## config.mk

```make
export PLATFORM = sky130hd
export DESIGN_NAME = freq_gen
export DESIGN_NICKNAME = d
export VERILOG_FILES = /design/src/rtl/freq_pkg.sv /design/src/rtl/freq_gen_cfg.sv /design/src/rtl/freq_gen.sv
export SDC_FILE = /design/constraint.sdc
export NUM_CORES = 1
export LEC_CHECK = 0
export CAP_MARGIN = 20
export CELL_PAD_IN_SITES_DETAIL_PLACEMENT = 2
export CELL_PAD_IN_SITES_GLOBAL_PLACEMENT = 2
export CORE_UTILIZATION = 39
export DETAILED_ROUTE_END_ITERATION = 6
export PLACE_DENSITY = 0.92
export RECOVER_POWER = 25
export SYNTH_ARGS = -nofsm -noshare
export SYNTH_HDL_FRONTEND = slang
export SYNTH_SLANG_ARGS = --single-unit
```

## constraint.sdc

```tcl
create_clock -name Clock -period 6.7 [get_ports Clock]
set_input_delay 1.34 -clock Clock [delete_from_list [all_inputs] [get_ports Clock]]
set_output_delay 1.34 -clock Clock [all_outputs]
set_load 0.01 [all_outputs]
```

## src/rtl/freq_pkg.sv

```systemverilog
// Shared types and defaults for the programmable square-wave generator.
package freq_pkg;

   localparam int unsigned DefCntW   = 13;
   localparam int unsigned DefBurstW = 8;

   typedef enum logic [1:0] {
      StIdle,
      StHigh,
      StLow
   } state_e;

   typedef struct packed {
      logic [DefCntW-1:0]   period;
      logic [DefCntW-1:0]   high;
      logic [DefBurstW-1:0] bursts;
   } cfg_t;

   function automatic logic cfg_legal(input logic [DefCntW-1:0] period,
                                      input logic [DefCntW-1:0] high);
      return (period >= DefCntW'(2)) && (high != '0) && (high < period);
   endfunction

endpackage

```

## src/rtl/freq_gen_cfg.sv

```systemverilog
// Config port: legality check, active and pending config registers.
module freq_gen_cfg
   import freq_pkg::*;
#(
   parameter int unsigned CNT_W   = DefCntW,
   parameter int unsigned BURST_W = DefBurstW
) (
   input  logic               Clock,
   input  logic               nReset,
   input  logic               cfg_valid,
   output logic               cfg_ready,
   input  logic [CNT_W-1:0]   cfg_period,
   input  logic [CNT_W-1:0]   cfg_high,
   input  logic [BURST_W-1:0] cfg_bursts,
   output logic               cfg_err,
   input  logic               idle,
   input  logic               boundary,
   output logic               applied,
   output logic               act_valid,
   output logic [CNT_W-1:0]   act_period,
   output logic [CNT_W-1:0]   act_high,
   output logic [BURST_W-1:0] act_bursts
);

   cfg_t active_q, active_d;
   cfg_t pend_q, pend_d;
   cfg_t offer;
   logic act_valid_q, act_valid_d;
   logic pend_valid_q, pend_valid_d;
   logic err_q, err_d;
   logic accept, legal;

   assign offer = '{period: DefCntW'(cfg_period),
                    high:   DefCntW'(cfg_high),
                    bursts: DefBurstW'(cfg_bursts)};

   assign cfg_ready = ~pend_valid_q;
   assign accept    = cfg_valid & cfg_ready;
   assign legal     = cfg_legal(offer.period, offer.high);
   // A pending config also drains while idle so it never sits stale after a stop.
   assign applied   = pend_valid_q & (boundary | idle);

   always_comb begin
      active_d     = active_q;
      act_valid_d  = act_valid_q;
      pend_d       = pend_q;
      pend_valid_d = pend_valid_q;
      err_d        = accept & ~legal;
      if (applied) begin
         active_d     = pend_q;
         act_valid_d  = 1'b1;
         pend_valid_d = 1'b0;
      end
      if (accept && legal) begin
         if (idle) begin
            active_d    = offer;
            act_valid_d = 1'b1;
         end else begin
            pend_d       = offer;
            pend_valid_d = 1'b1;
         end
      end
   end

   always_ff @(posedge Clock) begin
      if (!nReset) begin
         active_q     <= '0;
         act_valid_q  <= 1'b0;
         pend_q       <= '0;
         pend_valid_q <= 1'b0;
         err_q        <= 1'b0;
      end else begin
         active_q     <= active_d;
         act_valid_q  <= act_valid_d;
         pend_q       <= pend_d;
         pend_valid_q <= pend_valid_d;
         err_q        <= err_d;
      end
   end

   assign cfg_err    = err_q;
   assign act_valid  = act_valid_q;
   assign act_period = CNT_W'(active_q.period);
   assign act_high   = CNT_W'(active_q.high);
   assign act_bursts = BURST_W'(active_q.bursts);

endmodule

```

## src/rtl/freq_gen.sv

```systemverilog
// Programmable square-wave generator: FSM, phase counter and burst counter.
module freq_gen
   import freq_pkg::*;
#(
   parameter int unsigned CNT_W   = DefCntW,
   parameter int unsigned BURST_W = DefBurstW
) (
   input  logic               Clock,
   input  logic               nReset,
   input  logic               cfg_valid,
   output logic               cfg_ready,
   input  logic [CNT_W-1:0]   cfg_period,
   input  logic [CNT_W-1:0]   cfg_high,
   input  logic [BURST_W-1:0] cfg_bursts,
   output logic               cfg_err,
   input  logic               start,
   input  logic               stop,
   output logic               out_wave,
   output logic               busy,
   output logic               done,
   output logic [BURST_W-1:0] periods_sent
);

   state_e             state_q, state_d;
   logic [CNT_W-1:0]   phase_q, phase_d;
   logic [BURST_W-1:0] sent_q, sent_d;
   logic [BURST_W-1:0] bcnt_q, bcnt_d;
   logic               stop_q, stop_d;
   logic               out_q, busy_q, done_q;

   logic               idle, last, period_end, boundary, applied;
   logic               act_valid;
   logic [CNT_W-1:0]   act_period, act_high;
   logic [BURST_W-1:0] act_bursts;

   freq_gen_cfg #(
      .CNT_W   (CNT_W),
      .BURST_W (BURST_W)
   ) u_cfg (
      .Clock      (Clock),
      .nReset     (nReset),
      .cfg_valid  (cfg_valid),
      .cfg_ready  (cfg_ready),
      .cfg_period (cfg_period),
      .cfg_high   (cfg_high),
      .cfg_bursts (cfg_bursts),
      .cfg_err    (cfg_err),
      .idle       (idle),
      .boundary   (boundary),
      .applied    (applied),
      .act_valid  (act_valid),
      .act_period (act_period),
      .act_high   (act_high),
      .act_bursts (act_bursts)
   );

   assign idle       = (state_q == StIdle);
   assign period_end = (state_q == StLow) && (phase_q == act_period);
   // A stop seen in the final LOW cycle itself still ends the run at this period.
   assign last       = stop_q | stop |
                       ((act_bursts != '0) && (bcnt_q + BURST_W'(1) == act_bursts));
   assign boundary   = period_end & ~last;

   always_comb begin
      state_d = state_q;
      phase_d = phase_q;
      sent_d  = sent_q;
      bcnt_d  = bcnt_q;
      stop_d  = stop_q;
      unique case (state_q)
         StIdle: begin
            stop_d = 1'b0;
            if (start && !stop && act_valid) begin
               state_d = StHigh;
               phase_d = CNT_W'(1);
               sent_d  = '0;
               bcnt_d  = '0;
            end
         end
         StHigh: begin
            if (stop) stop_d = 1'b1;
            if (phase_q == act_high) state_d = StLow;
            phase_d = phase_q + CNT_W'(1);
         end
         StLow: begin
            if (stop) stop_d = 1'b1;
            if (period_end) begin
               sent_d = sent_q + BURST_W'(1);
               if (last) begin
                  state_d = StIdle;
                  phase_d = '0;
               end else begin
                  state_d = StHigh;
                  phase_d = CNT_W'(1);
                  bcnt_d  = applied ? '0 : bcnt_q + BURST_W'(1);
               end
            end else begin
               phase_d = phase_q + CNT_W'(1);
            end
         end
         default: state_d = StIdle;
      endcase
   end

   always_ff @(posedge Clock) begin
      if (!nReset) begin
         state_q <= StIdle;
         phase_q <= '0;
         sent_q  <= '0;
         bcnt_q  <= '0;
         stop_q  <= 1'b0;
         out_q   <= 1'b0;
         busy_q  <= 1'b0;
         done_q  <= 1'b0;
      end else begin
         state_q <= state_d;
         phase_q <= phase_d;
         sent_q  <= sent_d;
         bcnt_q  <= bcnt_d;
         stop_q  <= stop_d;
         out_q   <= (state_d == StHigh);
         busy_q  <= (state_d != StIdle);
         done_q  <= (state_q == StLow) && (state_d == StIdle);
      end
   end

   assign out_wave     = out_q;
   assign busy         = busy_q;
   assign done         = done_q;
   assign periods_sent = sent_q;

endmodule

```

==> results.tsv <==
metric	value	unit
layout cells sized above 1	0.04134	
minimum clock period	4.615	ns
post-synthesis net count	654	
hold depth	2	
Post-synth ARST share	0	
end-of-flow core utilization	0.4714	
Final Skew	0.01050	ns
synth unique cells	52	
Post-synth EDFFs	0	
CTS buffer count	9	
Comb pwr share	0.134	
Post-CTS Setup Inserts	0	
Rows	42	
Die X	119.9	µm
Tightest Pin Transition	2.224	ns
Flop pwr share	0.482	
CP cell instances	clkdlybuf4s50_1 > inv_1 > ha_1 > and4_1 > and2_1 > a221oi_1 > a21oi_1 > nor4_2 > buf_4 > mux2i_1 > nor2_1	
Rel. slew slack	-0.4825	
Sequential Area	0.002122	mm²
Max clock buf depth	2	
RSZ-0062 raised after global routing	no	
net switching power	0.0004221	W
crit path DAT	4.73	ns
final setup fails	0	
final hold violations	0	
Sw Share	0.3005	
met1 Resource Use GR	0.3192	
register area share after synthesis	0.3911	
clock root buffer	clkbuf_16	
H-tree depth reported by CTS	3	
total iterations of the first detailed-routing run	4	
Synth Instances	595	
status	complete, but fails checks	
Mean Syn Cell Area	9.118	µm²
power consumption	0.001404	W
met3 GRT Util	0.04515	
Iteration-0 DRC Markers	238	
Clock Latency Late Sink	0.37	ns
pwr/cell area	222.3	mW/mm²
Die ar.	0.01439	mm²
TritonCTS clock tree	yes	
Port Buffers	51	
# hold bufs at CTS	0	
GR Overflow Total	0	
# DRC	0	
drt via density	5.954	
CP required	6.81	ns
Final WS setup	2.085	ns
Int Pwr	0.0009823	W
Final Max Slew Viols	44	
DR vias	4793	
core area	0.01340	mm²
grt met2 use	0.5352	
Hold Crit Class	reg2reg	
Cell Area, Synth	0.005425	mm²
critical path peak fanout	34	
max incr delay on CP	0.60	ns
GPL Wtd Cong	0.8258	
Initial Util	0.4049	
Routed WL	20120	µm
setup TNS	0	ns
failing checks	max-capacitance violations, max-slew violations	
Clock power frac	0.384	
first-pass GRT wire length	31860	µm
register bit total from synthesis	106	
max frequency	216.7	MHz
Final Cycle Share	0.6888	
gr usage total	0.2958	
Worst Reg-to-Reg Cells	7	
Final nets	683	
Die Span Y	119.9	µm
vias in the first global route	5555	
IO Pins	52	
multi-input logic area	0.003057	mm²
wire per inst	24.99	µm
Reg clk slew, reported paths	0.08	ns
Clock Sinks	106	
Setup crit start kind	input port	
Worst Setup End Kind	register	
layout filler cell count	1420	
pre-CTS WS	2.151	ns
Critical Path Slowest Stage Cell	clkdlybuf4s50_1	
antenna-violating nets left	0	
Post-CTS Resized	0	
hold slack	0.5053	ns
post-synthesis to final-layout area growth	16.44	%
largest net degree at the start of global routing	44	
Setup CP Type	in2reg	
Most used DFF post-synth	dfxtp_1	
synth warn	0	
maximum vdd drop	0.0001383	V
P_leak	2.267	nW
initial antenna violation count	0	
Max-Cap Viols	1	
diode count	0	
dpl hpwl	13490	µm
GR peak layer	met2	
-- Yosys cell counts, drive strengths merged (2+ instances only) --
| master | count | share of area |
|---|---|---|
| o21ai | 19 | 0.018 |
| xor2 | 32 | 0.052 |
| nor3 | 11 | 0.010 |
| nand2b | 3 | 0.0035 |
| clkbuf | 23 | 0.016 |
| mux2i | 68 | 0.13 |
| and4 | 4 | 0.0069 |
| ha | 20 | 0.046 |
| nor4b | 2 | 0.0032 |
| o2111ai | 2 | 0.0032 |
| nor2 | 69 | 0.048 |
| nor4 | 20 | 0.027 |
| nand2 | 26 | 0.018 |
| dfxtp | 106 | 0.39 |
| inv | 23 | 0.016 |
| o22ai | 2 | 0.0023 |
| o2bb2ai | 34 | 0.055 |
| buf | 15 | 0.017 |
| nor2b | 3 | 0.0035 |
| a31oi | 3 | 0.0035 |
| o21a | 2 | 0.0028 |
| and3 | 3 | 0.0035 |
| nand3 | 24 | 0.022 |
| nand4 | 13 | 0.015 |
| or4 | 3 | 0.0042 |
| and2 | 6 | 0.0069 |
| a21oi | 14 | 0.013 |
| xnor2 | 19 | 0.031 |
| or3 | 5 | 0.0058 |
| a311o | 2 | 0.0037 |
| a2bb2oi | 2 | 0.0032 |
| a211oi | 3 | 0.0042 |
-- flip-flops by register name (all words and copies together) (netlist names), 2 cells and up --
register	count
phase_q	13
u_cfg.act_period	13
u_cfg.act_high	13
u_cfg.act_bursts	8
state_q	2
periods_sent	8
u_cfg.pend_q	34
bcnt_q	8
-- routing by layer --
metal / vias to the layer above / routed length [µm]
met2: 133 / 10370
li1: 2184 / -
met3: 65 / 637
met5: - / 0
met4: 0 / 1088
met1: 2411 / 8022
-- cells in the final DEF, fill, tap and decap left out, drive strengths merged, types with 2 or more instances in the layout --
| master | netlist | final |
|---|---|---|
| a211oi | 3 | 3 |
| a21oi | 14 | 14 |
| a2bb2oi | 2 | 2 |
| a311o | 2 | 2 |
| a31oi | 3 | 3 |
| and2 | 6 | 6 |
| and3 | 3 | 3 |
| and4 | 4 | 4 |
| buf | 15 | 4 |
| clkbuf | 23 | 10 |
| clkdlybuf4s50 | 0 | 36 |
| clkinv | 1 | 3 |
| clkinvlp | 0 | 2 |
| dfxtp | 106 | 106 |
| dlygate4sd3 | 0 | 15 |
| ha | 20 | 20 |
| inv | 23 | 26 |
| mux2i | 68 | 68 |
| nand2 | 26 | 26 |
| nand2b | 3 | 3 |
| nand3 | 24 | 24 |
| nand4 | 13 | 13 |
| nor2 | 69 | 69 |
| nor2b | 3 | 3 |
| nor3 | 11 | 11 |
| nor4 | 20 | 20 |
| nor4b | 2 | 2 |
| o2111ai | 2 | 2 |
| o21a | 2 | 2 |
| o21ai | 19 | 19 |
| o22ai | 2 | 2 |
| o2bb2ai | 34 | 34 |
| or3 | 5 | 5 |
| or4 | 3 | 3 |
| xnor2 | 19 | 19 |
| xor2 | 32 | 32 |
-- kinds of logic after synthesis --
family / Yosys count / synth area share
AOI/OAI and AO/OA: 92 / 0.1225
xor gates and xnor gates: 51 / 0.08233
adders and majority gates: 20 / 0.04613
buffers and inverters: 62 / 0.04912
DFF: 106 / 0.3911
muxes: 68 / 0.1255
and+or+nand+nor: 196 / 0.1834
-- worst paths after layout --
path / from / endpoint / slack (ns)
max: cfg_period[6] / u_cfg.pend_q[25] / 2.09
min: u_cfg.pend_q[18] / u_cfg.pend_q[18] / 0.51
min reg2reg: u_cfg.pend_q[18] / u_cfg.pend_q[18] / 0.51
max reg2reg: phase_q[7] / bcnt_q[3] / 3.33
-- through the flow --
step	cells	instance area [µm²]
3_5_place_dp	789	6037
4_1_cts	805	6321
3_3_place_gp	789	6037
6_report	805	6317
5_1_grt	805	6317
2_1_floorplan	595	5425
-- layout make-up --
cell class / count / share of cell area
repair buffers: 56 / 0.08616
clock buffers: 9 / 0.03565
flip-flops and latches: 106 / 0.3359
well taps: 176 / 0.03486
clock inverters: 7 / 0.009309
multi-input cells: 427 / 0.4839
inverters: 24 / 0.01426
-- power by group through the flow --
stage | logic [W] | clock network (W) | registers, W
after floorplan | 0.000103 | 0 | 0.000679
after global placement | 0.000163 | 0 | 0.000687
after detailed placement | 0.000181 | 0 | 0.000689
after CTS | 0.000189 | 0.000542 | 0.000676
after global routing | 0.000202 | 0.000566 | 0.000678
final | 0.000189 | 0.000539 | 0.000676
-- worst max-delay path, delay by kind of cell --
family / cells / cell delay, ns
fa+ha+maj: 1 / 0.32
compound gates: 2 / 0.60
simple gates: 4 / 0.87
buf+inv: 3 / 1.31
mux: 1 / 0.29
Power figures use the tool's default switching activity.
==> variant 1, RTL diff (same settings) <==
Register the input `cfg_high` before use, with the module's reset. The logic sees it one clock later. The other inputs are not delayed to match.
--- a/src/rtl/freq_gen.sv
+++ b/src/rtl/freq_gen.sv
@@ -21,6 +21,16 @@
    output logic [BURST_W-1:0] periods_sent
 );
 
+   logic [CNT_W-1:0] cfg_high_q;
+
+   always_ff @(posedge Clock) begin
+      if (!nReset) begin
+         cfg_high_q <= '0;
+      end else begin
+         cfg_high_q <= cfg_high;
+      end
+   end
+
    state_e             state_q, state_d;
    logic [CNT_W-1:0]   phase_q, phase_d;
    logic [BURST_W-1:0] sent_q, sent_d;
@@ -42,7 +52,7 @@
       .cfg_valid  (cfg_valid),
       .cfg_ready  (cfg_ready),
       .cfg_period (cfg_period),
-      .cfg_high   (cfg_high),
+      .cfg_high   (cfg_high_q),
       .cfg_bursts (cfg_bursts),
       .cfg_err    (cfg_err),
       .idle       (idle),
Check against the original RTL: not equivalent (Yosys sat finds a counterexample within 4 cycles, from zero or initial values and one cycle with nReset low).
==> variant 1 against the unedited design <==
The flow still finishes with violations (max-capacitance violations, max-slew violations); final cell count is 6.8% higher; via count is 5.1% higher; utilization up 2.1 points; first-iteration DRC count up 17%; sequential power up 16%; clock skew down 0.0017 ns; wire length grew 9.3%; design area up 9.6%; sequential cell count rose by 13; area after synthesis rose by 4.8%; critical path depth decreased by 5; setup slack lost 0.68 ns; total power up 40%; critical endpoint is now bcnt_q[1]; largest power group is now clock.
==> variant 1: results <==
[run_status]
status = "finished, violations left"
violations = "max-capacitance violations, max-slew violations"

[finish]
multi_input_area_share_pct = 44.1
nMultiInputCombCells = 447
finish.net_count = 726
nClkBuffers = 18
fin_cells = 860
clock_tree_area_fraction_pct = 8.86

[cts]
insertion_delay_ns = 0.44
numCtsBuffers = 17
clk_pin_slew_ns = 0.06

[timing]
slew_headroom_pct = -67.2
skew_ns = 0.00883
drv_slew = 98

[power_and_ir_drop]
power_leakage_uw = 0.00298

[place]
dp_hpwl_um = 13800
post-place-ws_ns = 2.07
gp_congestion = 0.831

[routing]
wl_um = 22000
vias = 5037
drtIter0Drc = 279

[global_routing]
grt_pass1_wl_um = 33900
grt_max_degree = 70
grtUsageTotal_pct = 31.4

[worst_setup_path]
cpPeakStageDelay_ns = 1.77
cpMaxStageDelayCell = "clkbuf_1"
timing.rr.end = "u_cfg.act_high[10]"
critPathArrivalTime_ns = 5.65
cp_max_fo = 58

[logic_synthesis]
synth_seq_area_share_pct = 41.9
syn_nets = 685

[job]
maxCapViolCount = 2
-- variant 1: cell types whose count changed after synthesis, moves of 7 or more --
cell       delta
o21ai_0      +22
xor2_1       +13
o2bb2ai_1    -34
nor4_1        -7
xnor2_1      -12
a21oi_1      +33
buf_2         -8
dfxtp_1      +13
nand3_1      -12
and3_1        +7
and2_1       +12
-- variant 1: cells by family after synthesis --
family	count (synthesis)	synth area share (%)
AO/OA/AOI/OAI	127	13.2
XOR/XNOR	52	8.01
adder cells (fa/ha/maj)	20	4.40
buffers and inverters	60	4.71
flip-flops	119	41.9
multiplexers	68	12.0
AND/OR/NAND/NOR	180	15.8
-- variant 1: power breakdown --
part	internal [uW]	switching, uW	leakage [uW]
registers	743	39.7	0.000970
logic	87.3	134	0.00172
clock network	596	369	0.000289
-- variant 1: per-layer routing --
layer  track usage, %  vias to the layer above  routed length, um
li1                 -                     2270                  -
met1             35.7                     2572               9050
met2             54.8                      134              11300
met3             6.23                       61                757
met4             17.6                        0                877
met5                0                        -                  0
==> variant 2, RTL diff (same flow settings) <==
Made on the original files. Change the package constant `DefCntW` from 13 to 15.
--- a/src/rtl/freq_pkg.sv
+++ b/src/rtl/freq_pkg.sv
@@ -1,7 +1,7 @@
 // Shared types and defaults for the programmable square-wave generator.
 package freq_pkg;
 
-   localparam int unsigned DefCntW   = 13;
+   localparam int unsigned DefCntW   = 15;
    localparam int unsigned DefBurstW = 8;
 
    typedef enum logic [1:0] {
Ports: changed (resized cfg_high and cfg_period); port bits go from 52 to 56. No check against the original RTL was run, so the function may have changed too.
==> variant 2 against the unedited design <==
Total power up 39%; critical endpoint is now u_cfg.pend_q[3]; the run ends with design-rule violations left; synthesized cell count increased by 15%; wire length increased by 19%; setup slack improved by 0.060 ns; design area up 13%; combinational power increased by 19%; sequential cell count up 10; area after synthesis up 9.3%; critical path type unchanged.
==> variant 2: results <==
[run_status]
status = "finished, violations left"
violations = "design-rule violations"

[worst_setup_path]
cpMaxStageDelayCell = "nor4_1"
critPathArrivalTime_ns = 4.84
rr_startpoint = "bcnt_q[0]"
cp_top_family = "simple AND/OR/NAND/NOR gates"
crit_start = "cfg_high[12]"
cpPeakStageDelay_ns = 0.73
r2r_slack_ns = 3.25
cp_max_fo = 54

[routing]
wl_per_cell_um = 26.2
drc = 4
drtIter0Drc = 278
wl_met2_um = 12400
vias_per_cell = 6.09
first_pass_iters = 6
m1WireLength_um = 9060
wl_met3_um = 1080

[min_path]
hold_start = "u_cfg.pend_q[23]"

[cts]
numCtsBuffers = 17
htreeDepth = 4
insertion_delay_ns = 0.44
clk_pin_slew_ns = 0.06

[place]
place_area_um2 = 6550
gp_congestion = 0.841
post-place-ws_ns = 1.95
dp_hpwl_um = 14200
io_buffers = 55
place_inst = 884

[finish]
nFillCells = 1548
drive_above_1_share_pct = 6.97
finish.net_count = 784
fin_cells = 916
largest_reg_flops = 38
diodes = 0

[global_routing]
grt_pass1_wl_um = 37300
grtUsageTotal_pct = 31.8
grt_pass1_vias = 6436
grt_max_degree = 108

[timing]
skew_ns = 0.00949
whs_ns = 0.476
max_clock_freq_mhz = 220
slew_headroom_pct = 30.2

[power_and_ir_drop]
vdd_drop_max_uv = 189
power_leakage_uw = 0.00272

[logic_synthesis]
yosysUniqueCellTypes = 68
syn_inst = 685
synthTopCellsByArea = "dfxtp_1 (39%), mux2i_1 (6.6%), xor2_1 (4.9%)"
synthTopCellsByCount = "dfxtp_1 (116), a21oi_1 (53), nand3_1 (49)"
syn_nets = 750
synth_seq_area_share_pct = 39.2
variant 2: changes by cell type after synthesis, moves of 7 or more:
| cell | before | now |
|---|---|---|
| o21ai_0 | 17 | 45 |
| nand3_1 | 24 | 49 |
| nor2_1 | 69 | 31 |
| o2bb2ai_1 | 34 | 2 |
| mux2i_1 | 68 | 39 |
| o21ai_1 | 2 | 34 |
| dfxtp_1 | 106 | 116 |
| a21oi_1 | 14 | 53 |
| nand2_1 | 26 | 46 |
| nor4_1 | 18 | 11 |
| o31ai_1 | 1 | 14 |
variant 2: cell type report:
type | count | area (um2) | area share, %
repair buffers | 60 | 583 | 8.15
flip-flops and latches | 116 | 2320 | 32.5
multi-input cells | 498 | 3300 | 46.2
clock inverters | 14 | 186 | 2.61
inverters | 26 | 97.6 | 1.36
well taps | 184 | 230 | 3.22
clock buffers | 18 | 429 | 6.00
variant 2: final timing paths:
kind	end	cells after the start
worst min-delay path	u_cfg.pend_q[23]	2
worst max register to register	u_cfg.act_high[10]	9
worst max-delay path	u_cfg.pend_q[3]	10
worst min register to register	u_cfg.pend_q[23]	2
variant 2: report_power, final:
group	switching, uW	internal, uW	total [uW]	leakage [uW]
sequential	34.6	720	754	0.000943
clock	361	619	980	0.000299
combinational	141	83.4	225	0.00147
variant 2: cells by family (layout without fill, tap and decap cells):
group	Yosys count	count (layout)	synth area share, %
XOR/XNOR	52	52	7.93
AND/OR/NAND/NOR	201	201	17.5
flip-flops	116	116	39.2
adder cells (fa/ha/maj)	22	22	4.64
AO/OA/AOI/OAI	183	183	18.7
multiplexers	40	40	6.77
buffers and inverters	71	118	5.21
variant 2: routing by layer:
layer	track usage, %	vias up
met5	0	-
met4	22.1	0
met3	7.36	90
met2	56.9	186
met1	33.0	2781
li1	-	2518
